[src/rtl/pingpong_pkg.sv]
// Shared types and defaults for the ping/pong sweep scheduler.
package pingpong_pkg;

  localparam int unsigned NSEL_DEF     = 16;
  localparam int unsigned PIPE_LAT_DEF = 4;
  localparam int unsigned SelW         = 4;
  localparam int unsigned CntW         = 5;
  localparam int unsigned DataW        = 8;

  typedef enum logic [1:0] {
    StIdle,
    StSweep,
    StDrain,
    StDone
  } state_e;

endpackage

[src/rtl/pingpong_sweep_sched_if.sv]
// Requester, pang-window and mux-pipeline signals of the ping/pong sweep scheduler.
interface pingpong_sweep_sched_if;

  logic       ping_req;
  logic       pong_req;
  logic       pang_en;
  logic [3:0] pang_start;
  logic [3:0] pang_end;
  logic       stall;
  logic       takeblk;
  logic [7:0] subblk;

  logic [3:0] sel;
  logic       needpang;
  logic       myturnpingpong;
  logic [3:0] needpangstartinc;
  logic [3:0] needpangendinc;
  logic       gnt_ping;
  logic       gnt_pong;
  logic       busy;
  logic       blk_valid;
  logic [7:0] blk_data;
  logic       done;
  logic       done_owner;
  logic [4:0] taken_cnt;

  modport master (
    output ping_req, pong_req, pang_en, pang_start, pang_end, stall, takeblk, subblk,
    input  sel, needpang, myturnpingpong, needpangstartinc, needpangendinc, gnt_ping,
           gnt_pong, busy, blk_valid, blk_data, done, done_owner, taken_cnt
  );

  modport slave (
    input  ping_req, pong_req, pang_en, pang_start, pang_end, stall, takeblk, subblk,
    output sel, needpang, myturnpingpong, needpangstartinc, needpangendinc, gnt_ping,
           gnt_pong, busy, blk_valid, blk_data, done, done_owner, taken_cnt
  );

endinterface

[src/rtl/valid_delay_line.sv]
// Slot-valid shift register that lines a sweep slot up with the mux pipeline return.
module valid_delay_line #(
  parameter int unsigned Depth = 4
) (
  input  logic clk,
  input  logic reset,
  input  logic slot_valid,
  output logic tail_valid,
  output logic empty_next
);

  logic [Depth-1:0] vld_q, vld_d;

  always_comb begin
    vld_d    = vld_q << 1;
    vld_d[0] = slot_valid;
  end

  always_ff @(posedge clk) begin
    if (!reset) begin
      vld_q <= '0;
    end else begin
      vld_q <= vld_d;
    end
  end

  assign tail_valid = vld_q[Depth-1];
  assign empty_next = (vld_d == '0);

endmodule

[src/rtl/pingpong_sweep_sched.sv]
// Grants ping or pong a full NSEL-slot mux sweep, realigns slot valids with the
// pipelined mux return and reports how many blocks the owner received.
module pingpong_sweep_sched
  import pingpong_pkg::*;
#(
  parameter int unsigned NSEL     = NSEL_DEF,
  parameter int unsigned PIPE_LAT = PIPE_LAT_DEF
) (
  input logic                   clk,
  input logic                   reset,
  pingpong_sweep_sched_if.slave bus
);

  localparam logic [SelW-1:0] SelLast = SelW'(NSEL - 1);

  state_e          state_q;
  logic [SelW-1:0] sel_q;
  logic            needpang_q;
  logic [3:0]      pang_start_q, pang_end_q;
  logic            gnt_ping_q, gnt_pong_q;
  logic            done_q, done_owner_q;
  logic [CntW-1:0] taken_cnt_q;
  logic            last_pong_q;

  logic grant, grant_pong, sweep_adv, tail_valid, drain_empty, blk_valid;

  // On contention the side not served last wins.
  assign grant      = bus.ping_req | bus.pong_req;
  assign grant_pong = bus.pong_req & (~bus.ping_req | ~last_pong_q);
  assign sweep_adv  = (state_q == StSweep) & ~bus.stall;
  assign blk_valid  = tail_valid & bus.takeblk;

  valid_delay_line #(
    .Depth(PIPE_LAT)
  ) u_valid_delay_line (
    .clk       (clk),
    .reset     (reset),
    .slot_valid(sweep_adv),
    .tail_valid(tail_valid),
    .empty_next(drain_empty)
  );

  always_ff @(posedge clk) begin
    if (!reset) begin
      state_q      <= StIdle;
      sel_q        <= '0;
      needpang_q   <= 1'b0;
      pang_start_q <= '0;
      pang_end_q   <= '0;
      gnt_ping_q   <= 1'b0;
      gnt_pong_q   <= 1'b0;
      done_q       <= 1'b0;
      done_owner_q <= 1'b0;
      taken_cnt_q  <= '0;
      last_pong_q  <= 1'b1;
    end else begin
      done_q <= 1'b0;
      if (blk_valid) taken_cnt_q <= taken_cnt_q + CntW'(1);
      unique case (state_q)
        StIdle: begin
          if (grant) begin
            state_q      <= StSweep;
            sel_q        <= '0;
            needpang_q   <= bus.pang_en;
            pang_start_q <= bus.pang_start;
            pang_end_q   <= bus.pang_end;
            gnt_ping_q   <= ~grant_pong;
            gnt_pong_q   <= grant_pong;
            last_pong_q  <= grant_pong;
            taken_cnt_q  <= '0;
          end
        end
        StSweep: begin
          if (!bus.stall) begin
            if (sel_q == SelLast) begin
              sel_q   <= '0;
              state_q <= StDrain;
            end else begin
              sel_q <= sel_q + SelW'(1);
            end
          end
        end
        StDrain: begin
          if (drain_empty) begin
            state_q      <= StDone;
            done_q       <= 1'b1;
            done_owner_q <= gnt_pong_q;
          end
        end
        StDone: begin
          state_q    <= StIdle;
          gnt_ping_q <= 1'b0;
          gnt_pong_q <= 1'b0;
        end
        default: state_q <= StIdle;
      endcase
    end
  end

  assign bus.sel              = sel_q;
  assign bus.needpang         = needpang_q;
  assign bus.needpangstartinc = pang_start_q;
  assign bus.needpangendinc   = pang_end_q;
  assign bus.myturnpingpong   = (state_q == StSweep);
  assign bus.busy             = (state_q != StIdle);
  assign bus.gnt_ping         = gnt_ping_q;
  assign bus.gnt_pong         = gnt_pong_q;
  assign bus.done             = done_q;
  assign bus.done_owner       = done_owner_q;
  assign bus.taken_cnt        = taken_cnt_q;
  assign bus.blk_valid        = blk_valid;
  assign bus.blk_data         = bus.subblk;

endmodule

[src/flat_wrapper.sv]
// flat-port wrapper written by rule: the top's interface ports become plain ports
module pingpong_sweep_sched_flat import pingpong_pkg::*;
#(
  parameter int unsigned NSEL     = NSEL_DEF,
  parameter int unsigned PIPE_LAT = PIPE_LAT_DEF
)
  (clk, reset, bus_ping_req, bus_pong_req, bus_pang_en, bus_pang_start, bus_pang_end, bus_stall, bus_takeblk, bus_subblk, bus_sel, bus_needpang, bus_myturnpingpong, bus_needpangstartinc, bus_needpangendinc, bus_gnt_ping, bus_gnt_pong, bus_busy, bus_blk_valid, bus_blk_data, bus_done, bus_done_owner, bus_taken_cnt);
  pingpong_sweep_sched_if bus_i ();
  input logic clk;
  input logic reset;
  input wire logic [$bits(bus_i.ping_req)-1:0] bus_ping_req;
  input wire logic [$bits(bus_i.pong_req)-1:0] bus_pong_req;
  input wire logic [$bits(bus_i.pang_en)-1:0] bus_pang_en;
  input wire logic [$bits(bus_i.pang_start)-1:0] bus_pang_start;
  input wire logic [$bits(bus_i.pang_end)-1:0] bus_pang_end;
  input wire logic [$bits(bus_i.stall)-1:0] bus_stall;
  input wire logic [$bits(bus_i.takeblk)-1:0] bus_takeblk;
  input wire logic [$bits(bus_i.subblk)-1:0] bus_subblk;
  output wire logic [$bits(bus_i.sel)-1:0] bus_sel;
  output wire logic [$bits(bus_i.needpang)-1:0] bus_needpang;
  output wire logic [$bits(bus_i.myturnpingpong)-1:0] bus_myturnpingpong;
  output wire logic [$bits(bus_i.needpangstartinc)-1:0] bus_needpangstartinc;
  output wire logic [$bits(bus_i.needpangendinc)-1:0] bus_needpangendinc;
  output wire logic [$bits(bus_i.gnt_ping)-1:0] bus_gnt_ping;
  output wire logic [$bits(bus_i.gnt_pong)-1:0] bus_gnt_pong;
  output wire logic [$bits(bus_i.busy)-1:0] bus_busy;
  output wire logic [$bits(bus_i.blk_valid)-1:0] bus_blk_valid;
  output wire logic [$bits(bus_i.blk_data)-1:0] bus_blk_data;
  output wire logic [$bits(bus_i.done)-1:0] bus_done;
  output wire logic [$bits(bus_i.done_owner)-1:0] bus_done_owner;
  output wire logic [$bits(bus_i.taken_cnt)-1:0] bus_taken_cnt;
  assign bus_i.ping_req = bus_ping_req;
  assign bus_i.pong_req = bus_pong_req;
  assign bus_i.pang_en = bus_pang_en;
  assign bus_i.pang_start = bus_pang_start;
  assign bus_i.pang_end = bus_pang_end;
  assign bus_i.stall = bus_stall;
  assign bus_i.takeblk = bus_takeblk;
  assign bus_i.subblk = bus_subblk;
  assign bus_sel = bus_i.sel;
  assign bus_needpang = bus_i.needpang;
  assign bus_myturnpingpong = bus_i.myturnpingpong;
  assign bus_needpangstartinc = bus_i.needpangstartinc;
  assign bus_needpangendinc = bus_i.needpangendinc;
  assign bus_gnt_ping = bus_i.gnt_ping;
  assign bus_gnt_pong = bus_i.gnt_pong;
  assign bus_busy = bus_i.busy;
  assign bus_blk_valid = bus_i.blk_valid;
  assign bus_blk_data = bus_i.blk_data;
  assign bus_done = bus_i.done;
  assign bus_done_owner = bus_i.done_owner;
  assign bus_taken_cnt = bus_i.taken_cnt;
  pingpong_sweep_sched #(.NSEL(NSEL), .PIPE_LAT(PIPE_LAT)) u_core (.clk(clk), .reset(reset), .bus(bus_i));
endmodule
[config.mk]
export PLATFORM = sky130hd
export DESIGN_NAME = pingpong_sweep_sched_flat
export DESIGN_NICKNAME = d
export VERILOG_FILES = /design/src/rtl/pingpong_pkg.sv /design/src/rtl/pingpong_sweep_sched_if.sv /design/src/rtl/valid_delay_line.sv /design/src/rtl/pingpong_sweep_sched.sv /design/src/flat_wrapper.sv
export SDC_FILE = /design/constraint.sdc
export NUM_CORES = 1
export LEC_CHECK = 0
export BUFFER_PORTS_ARGS = -buffer_cell sky130_fd_sc_hd__buf_2
export CAP_MARGIN = 5
export CORE_MARGIN = 5
export CORE_UTILIZATION = 42
export CTS_BUF_LIST = sky130_fd_sc_hd__clkbuf_8 sky130_fd_sc_hd__clkbuf_16
export DETAILED_ROUTE_END_ITERATION = 10
export PLACE_DENSITY = 0.86
export SYNTH_ARGS = -nofsm -noshare
export SYNTH_HDL_FRONTEND = slang
export SYNTH_HIERARCHICAL = 1
export SYNTH_SLANG_ARGS = --single-unit
[constraint.sdc]
create_clock -name clk -period 1.61 [get_ports clk]
set_clock_uncertainty 0.05 [all_clocks]
set_input_delay 0.161 -clock clk [delete_from_list [all_inputs] [get_ports clk]]
set_output_delay 0.161 -clock clk [all_outputs]
set_load 0.01 [all_outputs]
Yosys cells after proc, flatten, opt, wreduce, memory -nomap -nowiden. Cells that the tools add are included.

Add/subtract/negate cells: 2. Equal/unequal tests: 8. Mux-type cells: 17. Bitwise gates (word level): 9. Reduce and logical (&&, ||, !) cells: 11.

Operator list (count): $mux 5 (3); $mux 4 (3); $mux 2 (4); $pmux 2 s4 (1); $pmux 4 s2 (1); $reduce_and 2->1 (4); $ne 2x1->1 const B (3); $reduce_bool 2->1 (3); $add 5x1->5 const B (1); $add 4x1->4 const B (1); $eq 2x2->1 const B (2); $eq 4x4->1 const B (1); $logic_not 4->1 (1); $not 1->1 (4); $pmux 1 s2 (2); $reduce_and 4->1 (1); $and 1x1->1 (3); $mux 1 (3); $reduce_and 3->1 (1); $eq 2x1->1 const B (1); $logic_not 2->1 (1); $ne 2x2->1 const B (1); $or 1x1->1 (2).

Bits in registers: 29. Input bits: 23. Output and inout port bits: 33. Logic and storage cells: 59.

Depth between registers and ports, before layout. Gate-level depths: netlist of run 1.

Word-level depth: 6. Depth in mapped cells: 7.

By module. The synthesis of run 1 kept the hierarchy.

Modules (own cells, without submodules): pingpong_sweep_sched (times used 1, cells an instance 128, area an instance 1209.9 µm², sequential area each 500.5 µm²); valid_delay_line (times used 1, cells an instance 9, area an instance 118.9 µm², sequential area each 80.1 µm²).

Worst setup path after synthesis of run 1. Ideal clock, no wire load.

Path kind: register to register. Start: register u_core.state_q[1]. End: register u_core.state_q[0]. Library setup time: 86 ps. Arrival time: 1680 ps. Path slack: -205 ps. Cell stages (with the launch flop): 8. Clock period less this slack: 1815 ps. Cell sequence: dfxtp_1 inv_1 ha_1 nor2b_1 nor4_2 nand2b_1 nand3_1 a211oi_1.

Word-level cells in the longest chain between the ends: 5. Elaborated cells on any way between the ends: 12. Those cells by class: 7 x eq/ne; 1 x mux; 1 x bitwise; 3 x reduce/logical.

RTL lines: start, declared (line pingpong_sweep_sched.sv:16) `state_e state_q;`; start signal, assigned (line pingpong_sweep_sched.sv:45) `state_q <= StIdle;`; start signal, assigned (line pingpong_sweep_sched.sv:62) `state_q <= StSweep;`; start signal, assigned (line pingpong_sweep_sched.sv:77) `state_q <= StDrain;`; $eq 2x1->1; named net bus_myturnpingpong (line flat_wrapper.sv:21) `output wire logic [$bits(bus_i.myturnpingpong)-1:0] bus_myturnpingpong;`; $and 1x1->1 (line pingpong_sweep_sched.sv:30) `assign sweep_adv = (state_q == StSweep) & ~bus.stall;`; named net u_core.sweep_adv (line pingpong_sweep_sched.sv:25) `logic grant, grant_pong, sweep_adv, tail_valid, drain_empty, blk_valid;`; $logic_not 4->1 (line valid_delay_line.sv:28) `assign empty_next = (vld_d == '0);`; named net u_core.drain_empty (line pingpong_sweep_sched.sv:25); $ne 2x1->1 (no line); $reduce_and 4->1 (no line).

The timed path passes the listed nets, and every way through them passes these cells. A chain may end at the register's enable or synchronous reset.

Worst setup path after layout of run 1.
Start: register u_core.state_q[0]. End: register u_core.state_q[0].

Word-level cells in the longest chain between the ends: 5. Elaborated cells on any way between the ends: 12. Those cells by class: 7 x eq/ne; 1 x mux; 1 x bitwise; 3 x reduce/logical.

RTL lines (line): $eq 2x1->1 (pingpong_sweep_sched.sv:30, pingpong_sweep_sched.sv:59); $and 1x1->1 (pingpong_sweep_sched.sv:30); $logic_not 4->1 (valid_delay_line.sv:28); $ne 2x1->1 (no line); $reduce_and 4->1 (no line).

Parallel ways exist; a longest one is shown, timed or not.

==> results.cfg, run 1 <==
[finish]
n_fill_cell = 294
final_net_count = 213
final_cell_mix = 39 x buf_2, 27 x dfxtp_1, 20 x nor2_1
drive_gt1_share_pct = 41.62
area_delta_synth_final_pct = 34.18
final_cell_count_no_fill = 229
regArea_um2 = 585.6
layout_commonest_cell = buf_2
diodes = 0
multi_input_comb_area_um2 = 705.7

[synth]
ys_async_sr_fraction_pct = 0
syn_inst = 137
synth_xor_area_share_pct = 2.637
yosysWarnings = 6
muxShareOfSynthArea_pct = 9.040
syn_area_mm2 = 0.001329
synth.yosys.seq_area_share_pct = 43.69
yosys_register_bits = 29
synth_top_family_by_area = simple AND/OR/NAND/NOR gates
yosysUniqueCellTypes = 36
synth-edff-count = 0
yosys.area_share.adder_pct = 5.650
synthFlopType = dfxtp_1
syn_nets = 166
synth_area_per_cell_um2 = 9.699
synth_compound_area_share_pct = 9.510
synth-simple-area-share_pct = 21.85

[routing]
drt_iter0_markers = 21
post_drt_wl_per_cell_um = 13.33
dr.pass1.iters = 4
drt_wl_total_um = 3052
final_antenna_net_count = 0
vias = 1112
drc_errors = 0
vias_per_cell = 4.856

[floorplanning]
design.die.area_mm2 = 0.004388
core-area_mm2 = 0.003053
start_util_pct = 43.52
pin_count = 56
die_x_um = 66.25
row_count = 20
die_y_um = 66.25

[clocking]
cts.sinks = 29
cts_made_buffers = 5
htreeDepth = 2
cts_tree = yes
path_clk_slew_ns = 0.06
ctsRootBufferMaster = clkbuf_8
hold_buffers = 0
clkLatencyLatePin_ns = 0.27
clk_path_buf_depth = 2

[global_routing]
gr-total-overflow = 0
grt_pass1_vias = 1062
grtUsageTotal_pct = 14.26
grt_max_degree = 14
antenna_found_initial = 0
grt_pass1_wl_um = 4692

[hold_path]
min_path_type = in -> reg

[setup_path]
cp_data_required_time_ns = 1.74
crit_fanout = 4
endpoint_kind = flop
startpoint_type = flop
path_class = reg -> reg
cp_data_arrival_time_ns = 1.67

[timing]
worstMarginPinSlew_ns = 0.2877
setup_violations = 0
finalCritPeriodShare_pct = 95.09
fmax_mhz = 653.2
maxSlewViolCount = 0
hold_viol = 0
finalSetupTns_ns = 0
min_period_ns = 1.531
slew_headroom_pct = 80.70

[power]
p_leak_nw = 0.8504
vdd_drop_max_v = 0.0009992
powerDensity_mw_per_mm2 = 1553

[placement]
place_congestion = 0.8582
dp.cells = 219
port_buffers = 39
hpwl_um = 2229

[run_status]
outcome = finished, final reports clean

[run]
max_cap_violations = 0
[layer usage]
metal	vias to the layer above	part of all wire, %	global-route usage (%)
li1	556	-	-
met1	513	42	16.44
met2	37	51	22.92
met3	6	5.4	5.782
met4	0	1.8	6.345
met5	-	0	0
[final timing paths]
path | from | slack, ns | endpoint | cells after the start
max | u_core/state_q[0]$_SDFFE_PN0P_ | 0.08 | u_core/state_q[0]$_SDFFE_PN0P_ | 6
min reg2reg | u_core/bus.gnt_ping$_SDFFE_PN0P_ | 0.44 | u_core/bus.gnt_ping$_SDFFE_PN0P_ | 2
min | bus_pang_en | 0.07 | u_core/bus.needpang$_SDFFE_PN0P_ | 3
max reg2reg | u_core/state_q[0]$_SDFFE_PN0P_ | 0.08 | u_core/state_q[0]$_SDFFE_PN0P_ | 6
[synthesized netlist by cell type, types with 2 or more instances]
| library cell | instances | area, um2 |
|---|---|---|
| nand4_1 | 2 | 12.51 |
| nand2_1 | 12 | 45.04 |
| ha_1 | 6 | 75.07 |
| a211oi_1 | 2 | 15.01 |
| xor2_1 | 3 | 26.28 |
| mux2i_1 | 12 | 120.1 |
| and2_1 | 5 | 31.28 |
| clkbuf_1 | 2 | 7.510 |
| dfxtp_1 | 29 | 580.6 |
| a32oi_1 | 2 | 17.52 |
| nand3_1 | 5 | 25.02 |
| inv_1 | 3 | 11.26 |
| buf_4 | 8 | 60.06 |
| nand2b_1 | 3 | 18.77 |
| o21ai_0 | 2 | 10.01 |
| a21oi_1 | 2 | 10.01 |
| nor2_1 | 20 | 75.07 |
[power breakdown]
group          total (mW)  internal, mW  leakage (nW)  switching [mW]
Sequential          0.919         0.842         0.238          0.0767
Combinational        1.10         0.561         0.550           0.535
Clock               0.754         0.497        0.0626           0.256
Total                2.77          1.90         0.850           0.868
[critical path, cell delays in order (launching register included)]
cell	delay [ns]
dfxtp_4	0.36
inv_1	0.10
ha_4	0.16
nor3b_4	0.29
a21oi_2	0.08
and4bb_1	0.22
a211oi_2	0.19
[state kept, by name, summed over array words and instances, names as in the netlist]
name                             cells
u_core/bus.done                      1
u_core/bus.done_owner                1
u_core/bus.gnt_ping                  1
u_core/bus.gnt_pong                  1
u_core/bus.needpang                  1
u_core/bus.needpangendinc            4
u_core/bus.needpangstartinc          4
u_core/bus.sel                       4
u_core/bus.taken_cnt                 5
u_core/last_pong_q                   1
u_core/state_q                       2
u_core/u_valid_delay_line/vld_q      4
[cell families after synthesis]
family,after synthesis
simple gates,55
flops,29
buf+inv,16
compound gates,15
mux,12
fa+ha+maj,6
xor+xnor,4
[stage by stage]
| step | setup WS (ns) | util, % | hold slack [ns] | power [mW] | instance area [um2] |
|---|---|---|---|---|---|
| final | 0.07910 | 58.40 | 0.06776 | 2.768 | 1783 |
| after global routing | -0.02707 | 58.40 | 0.08263 | 2.947 | 1783 |
| after floorplan | 0.02512 | - | 0.2327 | 1.553 | 1344 |
| after CTS | 0.01897 | 56.35 | 0.06246 | 2.678 | 1720 |
| after detailed placement | -0.03734 | 52.50 | 0.2721 | 1.912 | 1603 |
| after global placement | 0.01136 | 52.50 | 0.2721 | 1.884 | 1603 |
[area by class of cell]
class	count	area share [%]
Multi-Input combinational cell	92	39.58
Inverter	4	0.8421
Clock inverter	2	1.895
Tap cell	44	3.088
Timing Repair Buffer	52	17.12
Sequential cell	29	32.84
Clock buffer	6	4.632
[repair_timing]
action                     4_1_cts  5_1_grt
resized for setup                1       11
buffers inserted                 0        2
pin swaps                        0        6
setup endpoints to repair        1        7
No activity file was read; power rests on OpenSTA's default activity.
==> run 2: changes to the inputs <==
CORE_UTILIZATION = 40   (was 42)
PLACE_DENSITY = 0.83   (was 0.86)
==> results.cfg, run 2 (synthesis gave the netlist of run 1 again) <==
[routing]
drc_errors = 0
dr.pass1.iters = 4
top_layer_used = met4
post_drt_wl_per_cell_um = 12.35
vias_per_cell = 4.752
drt_wl_total_um = 2840
met1Wirelength_um = 1234
dr_wl_met3_um = 237
final_antenna_net_count = 0
wl_met2_um = 1308
vias = 1093
drt_iter0_markers = 34

[setup_path]
startpoint = u_core/state_q[1]$_SDFFE_PN0P_
cp_data_arrival_time_ns = 1.71
crit_end = u_core/state_q[0]$_SDFFE_PN0P_
reg2reg_depth = 7
r2r_end = u_core/state_q[0]$_SDFFE_PN0P_
crit_fanout = 4
startpoint_type = flop
r2r_slack_ns = 0.04
max_stage_delay_ns = 0.34
critical_path.top_delay_family = simple AND/OR/NAND/NOR gates
path_cells = inv_4 > ha_4 > nor2b_4 > nor4_4 > nand2b_4 > nand3_4 > a211oi_2
endpoint_kind = flop
critical_path.slowest_cell = dfxtp_2
cp_data_required_time_ns = 1.75
r2r-start = u_core/state_q[1]$_SDFFE_PN0P_
path_class = reg -> reg
cp_num_cells = 7
path_buf_inv = 1

[global_routing]
grt_pass1_wl_um = 4402
gr-total-overflow = 0
grtUsageTotal_pct = 13.48
grt_max_degree = 14
grt_pass1_vias = 967
antenna_found_initial = 0

[finish]
final_net_count = 212
drive_gt1_share_pct = 42.93
n_fill_cell = 296
post-route-util_pct = 54.32
layout_commonest_cell = buf_2
final_cell_mix = 39 x buf_2, 27 x dfxtp_1, 20 x nor2_1
largest_reg_flops = 5
final_cell_count_no_fill = 230
diodes = 0
area_delta_synth_final_pct = 34.27

[clocking]
ctsRootBufferMaster = clkbuf_8
clk_path_buf_depth = 2
cts_made_buffers = 5
htreeDepth = 2
cts_tree = yes
clkLatencyLatePin_ns = 0.28
path_clk_slew_ns = 0.06
cts.sinks = 29

[placement]
dp.cells = 218
port_buffers = 39
hpwl_um = 2094
place_congestion = 0.8055

[floorplanning]
design.die.area_mm2 = 0.004574
start_util_pct = 40.46
row_count = 21
core-area_mm2 = 0.003284
die_y_um = 67.64
die_x_um = 67.64
pin_count = 56

[run]
max_cap_violations = 0

[timing]
maxSlewViolCount = 0
fmax_mhz = 637.3
setup_violations = 0
rsz0062_at_grt = yes
worstMarginPinSlew_ns = 0.2654
hold_viol = 0
min_period_ns = 1.569
finalSetupTns_ns = 0
slew_headroom_pct = 82.29
finalCritPeriodShare_pct = 97.47

[power]
p_leak_nw = 0.8487
powerDensity_mw_per_mm2 = 1561
vdd_drop_max_v = 0.0006582

[hold_path]
min_path_type = in -> reg

[run_status]
outcome = finished, final reports clean
## run 2: worst min-delay path by stage
stage                            startpoint  cells past startpoint  slack, ns                                       endpoint
after floorplan                       reset                      1       0.23  u_core/u_valid_delay_line/vld_q[2]$_SDFF_PN0_
after global placement        bus_subblk[3]                      0       0.27                                bus_blk_data[3]
after detailed placement      bus_subblk[3]                      0       0.27                                bus_blk_data[3]
after CTS                 bus_pang_start[0]                      3       0.05    u_core/bus.needpangstartinc[0]$_SDFFE_PN0P_
after global routing        bus_pang_end[3]                      3       0.06      u_core/bus.needpangendinc[3]$_SDFFE_PN0P_
final                     bus_pang_start[0]                      3       0.06    u_core/bus.needpangstartinc[0]$_SDFFE_PN0P_
## run 2: area by class of cell
type,instances,area [um2],share of cell area (%)
Multi-Input combinational cell,92,721.9,40.46
Clock buffer,6,82.58,4.628
Inverter,4,17.52,0.9818
Sequential cell,29,585.6,32.82
Clock inverter,2,33.78,1.893
Tap cell,46,57.56,3.226
Timing Repair Buffer,51,285.3,15.99
## run 2: power breakdown
| group | switching, mW | internal (mW) | leakage [nW] |
|---|---|---|---|
| registers | 0.0767 | 0.842 | 0.238 |
| logic | 0.538 | 0.569 | 0.548 |
| clock network | 0.262 | 0.497 | 0.0626 |
## run 2: what timing repair did
item                                    4_1_cts  5_1_grt
hold buffers                                  0        0
resized for setup                             3       14
pin swaps                                     1        5
buffers inserted                              2        2
endpoints found under the setup margin        2        6
## run 2: worst register-to-register path: cells and delay by family, from the launching register on
family                     cells  cell delay, ns
and+or+nand+nor                4            0.68
buffers and inverters          1            0.05
AOI/OAI and AO/OA              1            0.19
adders and majority gates      1            0.16
DFF                            1            0.34
## run 2: metrics by stage
| stage | hold WS, ns | worst slack [ns] | total power, mW | instance area (um2) |
|---|---|---|---|---|
| final | 0.06080 | 0.04077 | 2.785 | 1784 |
| after global routing | 0.05881 | -0.05758 | 2.976 | 1784 |
| after CTS | 0.05210 | 0.004677 | 2.707 | 1718 |
| after detailed placement | 0.2721 | -0.07407 | 1.856 | 1570 |
| after global placement | 0.2721 | 0.01079 | 1.823 | 1570 |
| after floorplan | 0.2327 | 0.02512 | 1.553 | 1344 |
## run 2: routing by layer
metal | up-vias | global-route usage [%]
met5 | - | 0
met3 | 6 | 7.321
met2 | 30 | 19.68
met1 | 506 | 15.48
li1 | 551 | -
met4 | 0 | 7.595
